File: src/rtl/demux_1x2_stream_pkg.sv
// Shared constants for the 1-to-2 stream demultiplexer.
// Latency: n/a (package only).
// Backpressure: n/a (package only).
package demux_pkg;

  // Channel indices, typed to match the 1-bit target selector.
  localparam logic CH0 = 1'b0;
  localparam logic CH1 = 1'b1;

  // Routing mode encodings.
  localparam logic MODE_SEL = 1'b0;
  localparam logic MODE_RR  = 1'b1;

  // Default widths.
  localparam int DATA_W_DEF = 8;
  localparam int CNT_W_DEF  = 8;

endpackage

File: src/rtl/demux_1x2_stream_if.sv
// Handshake bundle between producer, demux and the two channel consumers.
// Latency: n/a (wires only).
// Backpressure: in_ready / out_ready carry flow control in opposite directions.
interface demux_1x2_stream_if #(
  parameter int DATA_W = demux_pkg::DATA_W_DEF
);
  logic              in_valid;
  logic              in_sel;
  logic [DATA_W-1:0] in_data;
  logic              in_ready;
  logic [1:0]        out_valid;
  logic [1:0]        out_ready;
  logic [DATA_W-1:0] out_data0;
  logic [DATA_W-1:0] out_data1;

  // Environment side: drives input words, consumes output channels.
  modport master (
    output in_valid, in_sel, in_data, out_ready,
    input  in_ready, out_valid, out_data0, out_data1
  );

  // Demux side.
  modport slave (
    input  in_valid, in_sel, in_data, out_ready,
    output in_ready, out_valid, out_data0, out_data1
  );
endinterface

File: src/rtl/demux_out_slot.sv
// One output channel: holding register, valid flag and saturating transfer counter.
// Latency: load at edge N is visible at N+1.
// Backpressure: data held while valid & ~ready; load and drain in one cycle keeps valid high.
module demux_out_slot #(
  parameter int DATA_W = 8,
  parameter int CNT_W  = 8
) (
  input  logic              clk,
  input  logic              rst,
  input  logic              load,
  input  logic [DATA_W-1:0] load_data,
  input  logic              ready,
  output logic              valid,
  output logic [DATA_W-1:0] data,
  output logic [CNT_W-1:0]  cnt
);

  logic drain;
  assign drain = valid & ready;

  // Valid flag: a load wins over a drain so back-to-back words stream at full rate.
  always_ff @(posedge clk or posedge rst) begin
    if (rst)        valid <= 1'b0;
    else if (load)  valid <= 1'b1;
    else if (drain) valid <= 1'b0;
  end

  // Holding register only changes on a load; it keeps its last value after a drain.
  always_ff @(posedge clk or posedge rst) begin
    if (rst)       data <= '0;
    else if (load) data <= load_data;
  end

  // Count completed output transfers, sticking at all-ones.
  always_ff @(posedge clk or posedge rst) begin
    if (rst)                      cnt <= '0;
    else if (drain && cnt != '1)  cnt <= cnt + 1'b1;
  end

endmodule

File: src/rtl/demux_1x2_stream.sv
// Registered 1-to-2 demux steering words by explicit select or round-robin.
// Latency: one cycle from input accept to output valid.
// Backpressure: in_ready combinational from target slot state and its drain.
module demux_1x2_stream
  import demux_pkg::*;
#(
  parameter int DATA_W = DATA_W_DEF,
  parameter int CNT_W  = CNT_W_DEF
) (
  input  logic                clk,
  input  logic                rst,
  input  logic                enable,
  input  logic                mode,
  demux_1x2_stream_if.slave   bus,
  output logic [CNT_W-1:0]    cnt0,
  output logic [CNT_W-1:0]    cnt1
);

  logic       rr;
  logic       tgt;
  logic [1:0] valid;
  logic [1:0] drain;
  logic       fire;
  logic       load0;
  logic       load1;
  logic [DATA_W-1:0] data0;
  logic [DATA_W-1:0] data1;

  // Steering: a slot can accept when empty or emptying this same cycle.
  always_comb begin
    tgt          = (mode == MODE_RR) ? rr : bus.in_sel;
    drain        = valid & bus.out_ready;
    bus.in_ready = enable & (~valid[tgt] | drain[tgt]);
    fire         = bus.in_valid & bus.in_ready;
    load0        = fire & (tgt == CH0);
    load1        = fire & (tgt == CH1);
  end

  // Round-robin pointer advances only on an accepted word in round-robin mode.
  always_ff @(posedge clk or posedge rst) begin
    if (rst)                          rr <= 1'b0;
    else if (fire && mode == MODE_RR) rr <= ~rr;
  end

  demux_out_slot #(.DATA_W(DATA_W), .CNT_W(CNT_W)) u_slot0 (
    .clk       (clk),
    .rst       (rst),
    .load      (load0),
    .load_data (bus.in_data),
    .ready     (bus.out_ready[0]),
    .valid     (valid[0]),
    .data      (data0),
    .cnt       (cnt0)
  );

  demux_out_slot #(.DATA_W(DATA_W), .CNT_W(CNT_W)) u_slot1 (
    .clk       (clk),
    .rst       (rst),
    .load      (load1),
    .load_data (bus.in_data),
    .ready     (bus.out_ready[1]),
    .valid     (valid[1]),
    .data      (data1),
    .cnt       (cnt1)
  );

  assign bus.out_valid = valid;
  assign bus.out_data0 = data0;
  assign bus.out_data1 = data1;

endmodule

File: src/flat_wrapper.sv
// flat-port wrapper written by rule: the top's interface ports become plain ports
module demux_1x2_stream_flat import demux_pkg::*;
#(
  parameter int DATA_W = DATA_W_DEF,
  parameter int CNT_W  = CNT_W_DEF
)
  (clk, rst, enable, mode, cnt0, cnt1, bus_in_valid, bus_in_sel, bus_in_data, bus_out_ready, bus_in_ready, bus_out_valid, bus_out_data0, bus_out_data1);
  demux_1x2_stream_if #(.DATA_W(DATA_W)) bus_i ();
  input  logic clk;
  input  logic rst;
  input  logic enable;
  input  logic mode;
  output logic [CNT_W-1:0] cnt0;
  output logic [CNT_W-1:0] cnt1;
  input wire logic [$bits(bus_i.in_valid)-1:0] bus_in_valid;
  input wire logic [$bits(bus_i.in_sel)-1:0] bus_in_sel;
  input wire logic [$bits(bus_i.in_data)-1:0] bus_in_data;
  input wire logic [$bits(bus_i.out_ready)-1:0] bus_out_ready;
  output wire logic [$bits(bus_i.in_ready)-1:0] bus_in_ready;
  output wire logic [$bits(bus_i.out_valid)-1:0] bus_out_valid;
  output wire logic [$bits(bus_i.out_data0)-1:0] bus_out_data0;
  output wire logic [$bits(bus_i.out_data1)-1:0] bus_out_data1;
  assign bus_i.in_valid = bus_in_valid;
  assign bus_i.in_sel = bus_in_sel;
  assign bus_i.in_data = bus_in_data;
  assign bus_i.out_ready = bus_out_ready;
  assign bus_in_ready = bus_i.in_ready;
  assign bus_out_valid = bus_i.out_valid;
  assign bus_out_data0 = bus_i.out_data0;
  assign bus_out_data1 = bus_i.out_data1;
  demux_1x2_stream #(.DATA_W(DATA_W), .CNT_W(CNT_W)) u_core (.clk(clk), .rst(rst), .enable(enable), .mode(mode), .bus(bus_i), .cnt0(cnt0), .cnt1(cnt1));
endmodule
File: config.mk
export PLATFORM = sky130hd
export DESIGN_NAME = demux_1x2_stream_flat
export DESIGN_NICKNAME = d
export VERILOG_FILES = /design/src/rtl/demux_1x2_stream_pkg.sv /design/src/rtl/demux_1x2_stream_if.sv /design/src/rtl/demux_out_slot.sv /design/src/rtl/demux_1x2_stream.sv /design/src/flat_wrapper.sv
export SDC_FILE = /design/constraint.sdc
export NUM_CORES = 1
export LEC_CHECK = 0
export BUFFER_PORTS_ARGS = -buffer_cell sky130_fd_sc_hd__buf_2
export CAP_MARGIN = 15
export CORE_MARGIN = 2
export CORE_UTILIZATION = 25
export DETAILED_ROUTE_END_ITERATION = 16
export GPL_TIMING_DRIVEN = 0
export PLACE_DENSITY = 0.46
export SLEW_MARGIN = 20
export SYNTH_ARGS = -nofsm -noshare
export SYNTH_HDL_FRONTEND = slang
export SYNTH_SLANG_ARGS = --single-unit
File: constraint.sdc
create_clock -name clk -period 1.8 [get_ports clk]
set_clock_uncertainty 0.1 [all_clocks]
set_input_delay 0.36 -clock clk [delete_from_list [all_inputs] [get_ports clk]]
set_output_delay 0.36 -clock clk [all_outputs]
set_load 0.005 [all_outputs]
==> results_dict.tcl <==
set metrics [dict create \
    status "finished clean" \
    synth_area_per_cell_um2 12.0 \
    max-vdd-ir-drop_mv 0.525 \
    multi_input_area_um2 656 \
    clock.fmax_mhz 575 \
    final_area_mm2 0.00205 \
    cts.sinks 35 \
    period_share_pct 96.6 \
    cp.depth 4 \
    post_cts_buffers 0 \
    yosysTopAreaCell "dfrtp_1" \
    avgViaCountPerCell 4.38 \
    syn-num-nets 149 \
    required_ps 1340 \
    numCtsBuffers 5 \
    startpoint "u_core.rr" \
    drtIter0Drc 25 \
    synthDistinctLibCells 26 \
    die_area_mm2 0.00696 \
    synth-edff-count 0 \
    synth_cells 131 \
    rows 28 \
    worstSkewPairLatency_ps 280 \
    crit_slowest_cell "dfrtp_1" \
    start_kind "register" \
    slowest_delay_ps 400 \
    cp_max_fo 3 \
    grt.overflow.total 0 \
    rsz0062_at_grt "true" \
    period_minus_slack_ps 1740 \
    ff2ff_path_depth 5 \
    grt_first_pass_wirelength_um 5770 \
    finalSetupViolations 0 \
    synthToLayoutAreaGrowth_pct 30.3 \
    yosysTopAreaCellShare_pct 55.6 \
    postLayoutCoreUtil_pct 34.3 \
    synth_seq_cells 35 \
    antenna_found_initial 0 \
    max_cap_violations 0 \
    gp_congestion 0.748 \
    report.final.slew_viol_count 0 \
    clockBufferDepth 2 \
    gr-usage-all-layers_pct 10.3 \
    async_flop_share_pct 100 \
    hold_violations 0 \
    drc_errors 0 \
    rr_startpoint "u_core.u_slot0.cnt[0]" \
    dr.pass1.iters 4 \
    crit_path_end_kind "output port" \
    r2r_setup_slack_ps 170 \
    critPathKind "register to output port" \
    ioPinCount 51 \
    design_power_total_mw 2.57 \
    die_h_um 83.4 \
    crit_family "multiplexers" \
    synth_ff_type "dfrtp_1" \
    hold_path.class "input pin to register" \
    finalHoldWorstSlack_ps 224 \
    clockRootBuffer "clkbuf_8" \
    antennaDiodeCount 0 \
    grt_pass1_vias 1188 \
    dp_hpwl_um 2410 \
    final.setup.tns_ps 0 \
    ys_top_cells_by_area "dfrtp_1, mux2_2, mux2_4" \
    register_area_um2 876 \
    slew_headroom_pct 79.5 \
    crit_buf_inv 1 \
    grt_max_degree 30 \
    routed_wirelength_um 3290 \
    drive_gt1_share_pct 44.5 \
    cts_tree "built" \
    crit_arrival_ps 1280 \
    core-area_mm2 0.00599 \
    worstPathCellList "mux2i_2, mux2i_1, nor2b_1, buf_2" \
    synthesis.area_mm2 0.00158 \
    ant_nets 0 \
    r2r_end "u_core.u_slot0.cnt[1]" \
    placed_area_mm2 0.00194 \
    clk_pin_slew_ps 70 \
    placement.io_buffers 50 \
    die_w_um 83.4 \
    start_util_pct 26.3 \
    wl_per_cell_um 12.4 \
    endpoint "bus_in_ready" \
    power_density_mw_per_mm2 1250 \
    vias 1165 \
    ys_seq_area_share_pct 55.6 \
    nFillCells 627 \
    nets 208 \
    synth_warnings 0 \
    htree_levels 2 \
    worst_slew_pin_slew_ps 307 \
    p_leak_nw 1.02 \
]
-- cell families (layout without fill, tap and decap cells) --
kind of cell               Yosys count  after routing  synth area share (%)
xor gates and xnor gates             6              6                  3.33
muxes                               23             23                  18.2
DFF                                 35             35                  55.6
adders and majority gates            2              2                  1.59
buffers and inverters                8             68                  3.09
and+or+nand+nor                     47             47                  14.4
AOI/OAI and AO/OA                   10             10                  3.81
-- per-layer routing --
metal,GRT usage (%),wire [um],vias to the layer above
li1,-,-,574
met1,14.3,1580,558
met2,15.4,1490,33
met3,3.28,214,0
met4,3.08,0,0
met5,0,0,-
-- cell type report --
type	instances	area share, %
clock buffer	8	4.87
inverter	4	0.731
timing repair buffer	52	13.6
buffer	4	1.64
sequential	35	42.6
multi-input combinational	88	31.9
tap	75	4.57
-- timing repair --
item / in CTS / in global routing
gates resized for setup: 1 / 0
hold buffers: 1 / 0
setup endpoints to repair: 1 / 1
pin swaps: 0 / 0
hold endpoints to repair: 6 / 0
-- synth_stat cells (all sizes together), types with 3 or more instances --
cell,instances
dfrtp,35
mux2,21
nor2,13
nand2,12
nand3,5
a31oi,4
and3,4
buf,4
inv,4
nand4,4
a21oi,3
nand2b,3
xnor2,3
xor2,3
-- flip-flops by register name, indices dropped and copies added, names as in the netlist --
name,cells
u_core.u_slot1.valid,1
u_core.u_slot0.cnt,8
u_core.u_slot1.cnt,8
u_core.u_slot0.data,8
u_core.rr,1
u_core.u_slot0.valid,1
u_core.u_slot1.data,8
-- placed cells by master, fill, tap and decap left out --
master,synthesis,routed
nor2_1,13,13
mux2i_1,2,1
o211ai_1,1,1
xor2_1,3,3
nand3b_1,1,1
buf_2,0,50
buf_12,0,1
nor3_1,1,1
inv_1,4,3
clkbuf_1,0,1
mux2_4,8,8
nand3_1,5,5
buf_6,1,1
inv_2,0,1
mux2_2,13,13
mux2i_2,0,1
nand4_1,4,4
o21ai_0,1,1
xnor2_1,3,3
nand2_1,12,12
a31oi_1,4,4
nand2b_1,3,3
buf_4,3,3
dlygate4sd3_1,0,1
nor2b_1,2,2
and4_1,1,1
a21oi_1,3,3
nor4_1,1,1
o21a_1,1,1
dfrtp_1,35,35
and3_1,4,4
ha_1,2,2
clkbuf_8,0,7
-- stage by stage --
stage                     cells  worst slack (ps)
after global routing        266             -17.7
final                       266              60.5
after CTS                   266              33.7
after detailed placement    257              61.3
after global placement      256             -57.2
after floorplan             131               271
-- how the worst min path moves through the flow --
stage | from | depth (start not counted) | slack, ps | end
6_report | bus_in_data[0] | 2 | 220 | u_core.u_slot1.data[0]
3_5_place_dp | rst | 2 | 170 | u_core.u_slot1.data[0]
4_1_cts | bus_in_data[0] | 2 | 210 | u_core.u_slot1.data[0]
3_3_place_gp | u_core.rr | 1 | 380 | u_core.rr
5_1_grt | bus_in_data[5] | 2 | 210 | u_core.u_slot1.data[5]
2_1_floorplan | u_core.rr | 1 | 350 | u_core.rr
-- worst reg2reg max path, cell delays in order, from the launching register on --
cell and delay [ps]:
dfrtp_1 420, ha_1 240, nand4_1 160, nor2_1 90
nor2_1 160, mux2_2 350
-- power by group --
part	internal [mW]	switching [mW]
Sequential	1.03	0.207
Combinational	0.432	0.286
Clock	0.349	0.266
Power figures use the tool's default switching activity.
